===== config.mk =====
export PLATFORM = sky130hd
export DESIGN_NAME = uart_mmio_flat
export DESIGN_NICKNAME = d
export VERILOG_FILES = /design/src/rtl/uart_mmio_if.sv /design/src/rtl/uart_mmio.sv /design/src/flat_wrapper.sv
export SDC_FILE = /design/constraint.sdc
export NUM_CORES = 1
export LEC_CHECK = 0
export ABC_AREA = 1
export CORE_UTILIZATION = 53
export CTS_CLUSTER_SIZE = 25
export DETAILED_ROUTE_END_ITERATION = 6
export HOLD_SLACK_MARGIN = 0.12
export PLACE_DENSITY = 0.77
export SLEW_MARGIN = 20
export SYNTH_ARGS = -nofsm -noshare
export SYNTH_HDL_FRONTEND = slang
export SYNTH_SLANG_ARGS = --single-unit

===== constraint.sdc =====
create_clock -name clk -period 3.3 [get_ports clk]
set_clock_uncertainty 0.15 [all_clocks]
set_input_delay 0.66 -clock clk [delete_from_list [all_inputs] [get_ports clk]]
set_output_delay 0.66 -clock clk [all_outputs]
set_load 0.01 [all_outputs]

===== src/rtl/uart_mmio_if.sv =====
`default_nettype none
// ============================================================================
//  Module      : uart_mmio_if
//  Description : Core data-bus bundle between the riscv core (master) and the
//                memory-mapped UART responder (slave).
//  Revision    : 1.0 - initial release
// ============================================================================
interface uart_mmio_if;
   logic [31:0] adr;
   logic [31:0] writedata;
   logic        memwrite;
   logic        memread;
   logic [31:0] readdata;
   logic        hit;

   modport master (
      output adr, writedata, memwrite, memread,
      input  readdata, hit
   );

   modport slave (
      input  adr, writedata, memwrite, memread,
      output readdata, hit
   );
endinterface
`default_nettype wire


===== src/rtl/uart_mmio.sv =====
`default_nettype none
// ============================================================================
//  Module      : uart_mmio
//  Description : Memory-mapped UART on the core data bus. 16-byte window with
//                RXDATA / TXDATA / STATUS registers, RX deserializer feeding an
//                RX FIFO, TX FIFO feeding a serializer, sticky error flags.
//                Read data is registered (one-cycle latency, same as BRAM).
//  Revision    : 1.0 - initial release
// ============================================================================
module uart_mmio #(
   parameter int          CLK_PER_BIT = 868,
   parameter int          FIFO_DEPTH  = 16,
   parameter logic [31:0] BASE        = 32'h8000_0000
) (
   input  logic       clk,
   input  logic       rst,
   uart_mmio_if.slave bus,
   output logic       txd,
   input  logic       rxd
);

   localparam int              c_AW        = $clog2(FIFO_DEPTH);
   localparam int              c_CW        = c_AW + 1;
   localparam logic [c_CW-1:0] c_FULL      = c_CW'(FIFO_DEPTH);
   localparam logic [15:0]     c_BIT_LAST  = 16'(CLK_PER_BIT - 1);
   localparam logic [15:0]     c_HALF_LAST = 16'(CLK_PER_BIT / 2 - 1);

   localparam logic [1:0] c_REG_RXDATA = 2'd0;
   localparam logic [1:0] c_REG_TXDATA = 2'd1;
   localparam logic [1:0] c_REG_STATUS = 2'd2;

   typedef enum logic [1:0] {
      ST_IDLE  = 2'd0,
      ST_START = 2'd1,
      ST_DATA  = 2'd2,
      ST_STOP  = 2'd3
   } state_t;

   // ------------------------------------------------------------------------
   // Bus decode. A simultaneous write and read executes only the write.
   // ------------------------------------------------------------------------
   logic       w_sel;
   logic       w_wr;
   logic       w_rd;
   logic [1:0] w_reg;
   logic       w_unused;

   assign w_sel    = (bus.adr[31:4] == BASE[31:4]);
   assign w_wr     = w_sel & bus.memwrite;
   assign w_rd     = w_sel & bus.memread & ~bus.memwrite;
   assign w_reg    = bus.adr[3:2];
   assign w_unused = ^{bus.adr[1:0], bus.writedata[31:8]};

   // ------------------------------------------------------------------------
   // FIFO state
   // ------------------------------------------------------------------------
   logic [7:0]      r_rx_mem [FIFO_DEPTH];
   logic [c_AW-1:0] r_rx_wr;
   logic [c_AW-1:0] r_rx_rd;
   logic [c_CW-1:0] r_rx_count;

   logic [7:0]      r_tx_mem [FIFO_DEPTH];
   logic [c_AW-1:0] r_tx_wr;
   logic [c_AW-1:0] r_tx_rd;
   logic [c_CW-1:0] r_tx_count;

   logic w_rx_empty;
   logic w_rx_full;
   logic w_tx_empty;
   logic w_tx_full;

   assign w_rx_empty = (r_rx_count == '0);
   assign w_rx_full  = (r_rx_count == c_FULL);
   assign w_tx_empty = (r_tx_count == '0);
   assign w_tx_full  = (r_tx_count == c_FULL);

   // ------------------------------------------------------------------------
   // Serializer / deserializer state
   // ------------------------------------------------------------------------
   state_t      r_tx_state;
   logic [15:0] r_tx_cnt;
   logic [2:0]  r_tx_bit;
   logic [7:0]  r_tx_shift;
   logic        r_txd;

   state_t      r_rx_state;
   logic [15:0] r_rx_cnt;
   logic [2:0]  r_rx_bit;
   logic [7:0]  r_rx_shift;
   logic        r_rx_s1;
   logic        r_rx_s2;
   logic        r_rx_s3;
   logic        r_rx_push_req;
   logic        r_rx_frm_req;

   logic r_rx_ovr;
   logic r_tx_ovf;
   logic r_frm_err;

   // ------------------------------------------------------------------------
   // Push/pop qualification. A pop in the same cycle frees a slot, so a push
   // into a full FIFO is accepted whenever that FIFO is also being popped.
   // ------------------------------------------------------------------------
   logic       w_rx_pop;
   logic       w_rx_push;
   logic       w_rx_ovr_set;
   logic       w_tx_pop;
   logic       w_tx_push_req;
   logic       w_tx_push;
   logic       w_tx_ovf_set;
   logic [2:0] w_clr;
   logic       w_tx_busy;
   logic [31:0] w_status;
   logic [31:0] w_rdata;

   assign w_rx_pop      = w_rd && (w_reg == c_REG_RXDATA) && !w_rx_empty;
   assign w_rx_push     = r_rx_push_req && (!w_rx_full || w_rx_pop);
   assign w_rx_ovr_set  = r_rx_push_req && w_rx_full && !w_rx_pop;

   assign w_tx_pop      = (r_tx_state == ST_IDLE) && !w_tx_empty;
   assign w_tx_push_req = w_wr && (w_reg == c_REG_TXDATA);
   assign w_tx_push     = w_tx_push_req && (!w_tx_full || w_tx_pop);
   assign w_tx_ovf_set  = w_tx_push_req && w_tx_full && !w_tx_pop;

   assign w_clr     = (w_wr && (w_reg == c_REG_STATUS)) ? bus.writedata[5:3] : 3'b000;
   assign w_tx_busy = !w_tx_empty || (r_tx_state != ST_IDLE);
   assign w_status  = {26'b0, r_frm_err, r_tx_ovf, r_rx_ovr, w_tx_busy, w_tx_full, !w_rx_empty};

   // Read mux; an empty RXDATA read returns zero.
   always_comb begin
      w_rdata = 32'b0;
      case (w_reg)
         c_REG_RXDATA: w_rdata = w_rx_empty ? 32'b0 : {24'b0, r_rx_mem[r_rx_rd]};
         c_REG_STATUS: w_rdata = w_status;
         default:      w_rdata = 32'b0;
      endcase
   end

   // Registered read data and hit marker for the top-level readdata mux.
   always_ff @(posedge clk) begin
      if (rst) begin
         bus.readdata <= 32'b0;
         bus.hit      <= 1'b0;
      end else begin
         bus.hit      <= w_rd;
         bus.readdata <= w_rd ? w_rdata : 32'b0;
      end
   end

   // RX FIFO storage (no reset needed: contents are only read when counted).
   always_ff @(posedge clk) begin
      if (w_rx_push) begin
         r_rx_mem[r_rx_wr] <= r_rx_shift;
      end
   end

   // RX FIFO pointers and occupancy.
   always_ff @(posedge clk) begin
      if (rst) begin
         r_rx_wr    <= '0;
         r_rx_rd    <= '0;
         r_rx_count <= '0;
      end else begin
         if (w_rx_push) r_rx_wr <= r_rx_wr + 1'b1;
         if (w_rx_pop)  r_rx_rd <= r_rx_rd + 1'b1;
         case ({w_rx_push, w_rx_pop})
            2'b10:   r_rx_count <= r_rx_count + 1'b1;
            2'b01:   r_rx_count <= r_rx_count - 1'b1;
            default: r_rx_count <= r_rx_count;
         endcase
      end
   end

   // TX FIFO storage.
   always_ff @(posedge clk) begin
      if (w_tx_push) begin
         r_tx_mem[r_tx_wr] <= bus.writedata[7:0];
      end
   end

   // TX FIFO pointers and occupancy.
   always_ff @(posedge clk) begin
      if (rst) begin
         r_tx_wr    <= '0;
         r_tx_rd    <= '0;
         r_tx_count <= '0;
      end else begin
         if (w_tx_push) r_tx_wr <= r_tx_wr + 1'b1;
         if (w_tx_pop)  r_tx_rd <= r_tx_rd + 1'b1;
         case ({w_tx_push, w_tx_pop})
            2'b10:   r_tx_count <= r_tx_count + 1'b1;
            2'b01:   r_tx_count <= r_tx_count - 1'b1;
            default: r_tx_count <= r_tx_count;
         endcase
      end
   end

   // Sticky error flags; a set event in the same cycle as its clear wins.
   always_ff @(posedge clk) begin
      if (rst) begin
         r_rx_ovr  <= 1'b0;
         r_tx_ovf  <= 1'b0;
         r_frm_err <= 1'b0;
      end else begin
         r_rx_ovr  <= w_rx_ovr_set  | (r_rx_ovr  & ~w_clr[0]);
         r_tx_ovf  <= w_tx_ovf_set  | (r_tx_ovf  & ~w_clr[1]);
         r_frm_err <= r_rx_frm_req  | (r_frm_err & ~w_clr[2]);
      end
   end

   // TX serializer: pops in IDLE, then start bit, 8 data bits LSB first, stop.
   always_ff @(posedge clk) begin
      if (rst) begin
         r_tx_state <= ST_IDLE;
         r_tx_cnt   <= 16'd0;
         r_tx_bit   <= 3'd0;
         r_tx_shift <= 8'd0;
         r_txd      <= 1'b1;
      end else begin
         case (r_tx_state)
            ST_IDLE: begin
               r_txd <= 1'b1;
               if (!w_tx_empty) begin
                  r_tx_shift <= r_tx_mem[r_tx_rd];
                  r_tx_cnt   <= 16'd0;
                  r_txd      <= 1'b0;
                  r_tx_state <= ST_START;
               end
            end
            ST_START: begin
               if (r_tx_cnt == c_BIT_LAST) begin
                  r_tx_cnt   <= 16'd0;
                  r_tx_bit   <= 3'd0;
                  r_txd      <= r_tx_shift[0];
                  r_tx_state <= ST_DATA;
               end else begin
                  r_tx_cnt <= r_tx_cnt + 16'd1;
               end
            end
            ST_DATA: begin
               if (r_tx_cnt == c_BIT_LAST) begin
                  r_tx_cnt <= 16'd0;
                  if (r_tx_bit == 3'd7) begin
                     r_txd      <= 1'b1;
                     r_tx_state <= ST_STOP;
                  end else begin
                     r_txd      <= r_tx_shift[1];
                     r_tx_shift <= {1'b0, r_tx_shift[7:1]};
                     r_tx_bit   <= r_tx_bit + 3'd1;
                  end
               end else begin
                  r_tx_cnt <= r_tx_cnt + 16'd1;
               end
            end
            ST_STOP: begin
               r_txd <= 1'b1;
               if (r_tx_cnt == c_BIT_LAST) begin
                  r_tx_cnt   <= 16'd0;
                  r_tx_state <= ST_IDLE;
               end else begin
                  r_tx_cnt <= r_tx_cnt + 16'd1;
               end
            end
            default: r_tx_state <= ST_IDLE;
         endcase
      end
   end

   assign txd = r_txd;

   // Two-flop synchronizer plus one history flop for falling-edge detection.
   always_ff @(posedge clk) begin
      if (rst) begin
         r_rx_s1 <= 1'b1;
         r_rx_s2 <= 1'b1;
         r_rx_s3 <= 1'b1;
      end else begin
         r_rx_s1 <= rxd;
         r_rx_s2 <= r_rx_s1;
         r_rx_s3 <= r_rx_s2;
      end
   end

   // RX deserializer: mid-bit sampling; push/framing requests issued one cycle
   // after the stop-bit sample.
   always_ff @(posedge clk) begin
      if (rst) begin
         r_rx_state    <= ST_IDLE;
         r_rx_cnt      <= 16'd0;
         r_rx_bit      <= 3'd0;
         r_rx_shift    <= 8'd0;
         r_rx_push_req <= 1'b0;
         r_rx_frm_req  <= 1'b0;
      end else begin
         r_rx_push_req <= 1'b0;
         r_rx_frm_req  <= 1'b0;
         case (r_rx_state)
            ST_IDLE: begin
               if (r_rx_s3 && !r_rx_s2) begin
                  r_rx_cnt   <= 16'd0;
                  r_rx_state <= ST_START;
               end
            end
            ST_START: begin
               if (r_rx_cnt == c_HALF_LAST) begin
                  r_rx_cnt <= 16'd0;
                  r_rx_bit <= 3'd0;
                  // A line already back high at mid start bit was a glitch.
                  r_rx_state <= r_rx_s2 ? ST_IDLE : ST_DATA;
               end else begin
                  r_rx_cnt <= r_rx_cnt + 16'd1;
               end
            end
            ST_DATA: begin
               if (r_rx_cnt == c_BIT_LAST) begin
                  r_rx_cnt   <= 16'd0;
                  r_rx_shift <= {r_rx_s2, r_rx_shift[7:1]};
                  if (r_rx_bit == 3'd7) begin
                     r_rx_state <= ST_STOP;
                  end else begin
                     r_rx_bit <= r_rx_bit + 3'd1;
                  end
               end else begin
                  r_rx_cnt <= r_rx_cnt + 16'd1;
               end
            end
            ST_STOP: begin
               if (r_rx_cnt == c_BIT_LAST) begin
                  r_rx_cnt      <= 16'd0;
                  r_rx_state    <= ST_IDLE;
                  r_rx_push_req <= r_rx_s2;
                  r_rx_frm_req  <= !r_rx_s2;
               end else begin
                  r_rx_cnt <= r_rx_cnt + 16'd1;
               end
            end
            default: r_rx_state <= ST_IDLE;
         endcase
      end
   end

endmodule
`default_nettype wire


===== src/flat_wrapper.sv =====
// flat-port wrapper written by rule: the top's interface ports become plain ports
module uart_mmio_flat 
#(
   parameter int          CLK_PER_BIT = 868,
   parameter int          FIFO_DEPTH  = 16,
   parameter logic [31:0] BASE        = 32'h8000_0000
)
  (clk, rst, txd, rxd, bus_adr, bus_writedata, bus_memwrite, bus_memread, bus_readdata, bus_hit);
  uart_mmio_if bus_i ();
  input  logic clk;
  input  logic rst;
  output logic txd;
  input  logic rxd;
  input wire logic [$bits(bus_i.adr)-1:0] bus_adr;
  input wire logic [$bits(bus_i.writedata)-1:0] bus_writedata;
  input wire logic [$bits(bus_i.memwrite)-1:0] bus_memwrite;
  input wire logic [$bits(bus_i.memread)-1:0] bus_memread;
  output wire logic [$bits(bus_i.readdata)-1:0] bus_readdata;
  output wire logic [$bits(bus_i.hit)-1:0] bus_hit;
  assign bus_i.adr = bus_adr;
  assign bus_i.writedata = bus_writedata;
  assign bus_i.memwrite = bus_memwrite;
  assign bus_i.memread = bus_memread;
  assign bus_readdata = bus_i.readdata;
  assign bus_hit = bus_i.hit;
  uart_mmio #(.CLK_PER_BIT(CLK_PER_BIT), .FIFO_DEPTH(FIFO_DEPTH), .BASE(BASE)) u_core (.clk(clk), .rst(rst), .bus(bus_i), .txd(txd), .rxd(rxd));
endmodule

==> results.json <==
{
  "drive_gt1_frac": 0.110,
  "area_growth_syn_to_layout_pct": 15.5,
  "crit_path_start_kind": "input port",
  "path_buf_inv": 4,
  "num-nets-final": 1678,
  "firstDrtPassIters": 6,
  "ys_warn_count": 0,
  "grtUsageTotal": 0.229,
  "hold_path.class": "reg -> reg",
  "hold_buffers": 0,
  "max_stage_delay_ns": 0.43,
  "ys.flop_type": "edfxtp_1",
  "initial_core_util": 0.544,
  "fillCellCount": 2187,
  "cts_root_buffer": "clkbuf_16",
  "synth_cell_types": 57,
  "insertion_delay_ns": 0.53,
  "row_count": 62,
  "cts_tree": "done",
  "io_pins": 103,
  "worstPathArrival_ns": 3.48,
  "diodes": 0,
  "grt_first_pass_wirelength_um": 55300,
  "seq_area_um2": 9890,
  "seq_power_share": 0.454,
  "p_int_mw": 8.32,
  "antenna_found_initial": 0,
  "combPwrFrac": 0.185,
  "yosysSeqAreaShare": 0.628,
  "drtIter0Drc": 1285,
  "crit_required_ns": 3.57,
  "wl_per_cell_um": 17.3,
  "endpoint_kind": "flip-flop",
  "clock-sinks": 366,
  "yosysMostFrequentCell": "edfxtp_1",
  "multi_input_comb_area_um2": 5000,
  "grt_max_degree": 65,
  "maxCapViolCount": 0,
  "syn_inst": 1486,
  "reg2regPathDepth": 15,
  "status": "completed",
  "clk_pin_slew_worst_paths_ns": 0.06,
  "tightest_slew_ns": 1.08,
  "syn_avg_cell_area_um2": 10.6,
  "vdd_drop_max_mv": 0.362,
  "gp_congestion": 0.859,
  "synth_common_cells": "256 x edfxtp_1, 211 x nor2_1, 168 x o21ai_0",
  "routed_via_density": 5.63,
  "p_sw_mw": 3.26,
  "setup_tns_ns": 0,
  "core_um2": 28900,
  "setup_viol": 0,
  "vias": 11231,
  "die_y_um": 174,
  "fmax_ghz": 0.312,
  "ys_top_cells_by_area": "edfxtp_1 49%, dfxtp_1 14%, o21ai_0 5.3%",
  "switching_share": 0.282,
  "critPathKind": "in -> reg",
  "ys_async_sr_fraction": 0,
  "path_max_fanout": 3,
  "drc": 0,
  "gr-total-overflow": 0,
  "synth_top_cell_area_share": 0.489,
  "crit_slowest_cell": "clkdlybuf4s50_1",
  "port_buffers": 52,
  "synth_seq_cells": 366,
  "hpwl_um": 21900,
  "power_mw": 11.6,
  "numCtsBuffers": 38,
  "worstHoldPathCells": 1,
  "hold_viol": 0,
  "grt_pass1_vias": 10941,
  "power_leakage_nw": 6.91,
  "cp_num_cells": 18,
  "min_period_ns": 3.21,
  "synth_edf_count": 256,
  "drv_slew": 0,
  "worstPathCellList": "clkdlybuf4s50_1 -> nor2_1 -> nand4_1 -> nor2_1 -> nand3_1 -> inv_1 -> nand4_1 -> nor2_2 -> inv_2 -> ha_4 -> fa_2 -> a21o_1 -> a21oi_2 -> inv_2 -> a21oi_2 -> o21ai_2 -> o21ai_1 -> a21oi_1",
  "fp.dieArea_um2": 30400,
  "period_share": 0.972,
  "crit_family": "simple AND/OR/NAND/NOR gates",
  "clockBufferDepth": 3,
  "wirelength_um": 34600,
  "ant_nets": 0,
  "pwr-share-clk": 0.362,
  "yosys.area.top_type": "edfxtp_1",
  "cts_max_level": 2,
  "syn_area_um2": 15700,
  "die_w_um": 174,
  "power.density_nw_per_um2": 637,
  "slew_headroom": 0.282
}
final timing paths:
check,start,end,slack (ns)
worst max-delay path,bus_adr[23],u_core.r_tx_count[4],0.09
worst min register to register,u_core.r_rx_s1,u_core.r_rx_s2,0.26
worst min-delay path,u_core.r_rx_s1,u_core.r_rx_s2,0.26
worst max register to register,u_core.r_tx_count[0],u_core.r_tx_count[4],0.34
state kept, by name (all words and copies together), names as in the netlist, 4 cells and up, named ones only:
signal,count
u_core.r_rx_shift,8
u_core.r_tx_count,5
u_core.r_tx_mem,128
u_core.r_tx_shift,8
u_core.r_rx_rd,4
u_core.r_rx_cnt,16
u_core.r_rx_count,5
u_core.r_tx_cnt,16
u_core.bus.readdata,8
u_core.r_rx_wr,4
u_core.r_rx_mem,128
u_core.r_tx_wr,4
u_core.r_tx_rd,4
power groups by stage:
stage,Combinational (mW),Clock (mW),Sequential (mW)
after floorplan,1.54,0,5.20
after global placement,1.91,0,5.34
after detailed placement,1.98,0,5.34
after CTS,2.02,4.23,5.25
after global routing,2.36,4.44,5.29
final,2.14,4.19,5.26
metal layers:
metal,part of all wire,global-route usage,up-vias
met5,0,0,-
met4,0.019,0.0709,0
met3,0.073,0.0328,58
met2,0.47,0.375,449
met1,0.44,0.316,5357
li1,-,-,5367
final cells by class:
cell class | count | share of cell area
Clock buffer | 52 | 0.0586
Clock inverter | 18 | 0.00977
Inverter | 142 | 0.0293
Multi-Input combinational cell | 918 | 0.275
Sequential cell | 366 | 0.544
Tap cell | 384 | 0.0264
Timing Repair Buffer | 116 | 0.0564
timing repair:
item / CTS / global route
buffers inserted: 0 / 1
resized for setup: 2 / 17
setup endpoints to repair: 1 / 2
pin swaps: 0 / 11
stage by stage:
stage / worst slack, ns / utilization / hold WS, ns / instances / area (um^2)
4_1_cts: 0.0295 / 0.626 / 0.263 / 1995 / 18100
2_1_floorplan: 0.0868 / - / 0.239 / 1509 / 15800
3_5_place_dp: -0.579 / 0.583 / 0.247 / 1925 / 16900
6_report: 0.0915 / 0.628 / 0.261 / 1996 / 18200
3_3_place_gp: -0.321 / 0.583 / 0.251 / 1925 / 16900
5_1_grt: -0.000937 / 0.628 / 0.298 / 1996 / 18200
kinds of logic (layout without fill, tap and decap cells):
| kind of cell | count (synthesis) | after routing | share of synthesized area |
|---|---|---|---|
| AO/OA/AOI/OAI | 365 | 365 | 0.133 |
| XOR/XNOR | 9 | 9 | 0.00501 |
| adder cells (fa/ha/maj) | 27 | 27 | 0.0219 |
| buffers and inverters | 225 | 328 | 0.0609 |
| flip-flops | 366 | 366 | 0.628 |
| multiplexers | 32 | 32 | 0.0204 |
| other | 1 | 24 | 0.000238 |
| AND/OR/NAND/NOR | 461 | 461 | 0.130 |
worst reg2reg max path, cell delays in order (launching register included):
cell     delay (ns)
dfxtp_1        0.36
nor4_1         0.38
inv_1          0.10
nor2_1         0.18
inv_1          0.06
nand2_1        0.08
inv_1          0.13
ha_4           0.21
fa_2           0.36
a21o_1         0.18
a21oi_2        0.16
inv_2          0.07
a21oi_2        0.15
o21ai_2        0.08
o21ai_1        0.15
a21oi_1        0.06
layout by cell type, fill, tap and decap left out, types with 4 or more instances in the layout:
master / n
a211oi_1: 12
a21oi_1: 85
a21oi_2: 4
a221oi_1: 6
a31oi_1: 5
buf_4: 63
clkbuf_1: 9
clkbuf_16: 39
clkbuf_8: 4
clkdlybuf4s50_1: 44
clkinv_1: 4
clkinv_2: 5
clkinvlp_4: 5
conb_1: 24
dfxtp_1: 108
dlymetal6s2s_1: 7
edfxtp_1: 256
ha_1: 25
inv_1: 133
inv_2: 8
mux2i_1: 32
nand2_1: 141
nand2_2: 6
nand3_1: 47
nand4_1: 11
nor2_1: 209
nor2_2: 8
nor3_1: 10
nor3_2: 4
o211ai_1: 35
o21ai_0: 166
o21ai_1: 7
o221ai_1: 13
o22ai_1: 20
or2_2: 4
xor2_1: 7
Power figures use the tool's default switching activity.
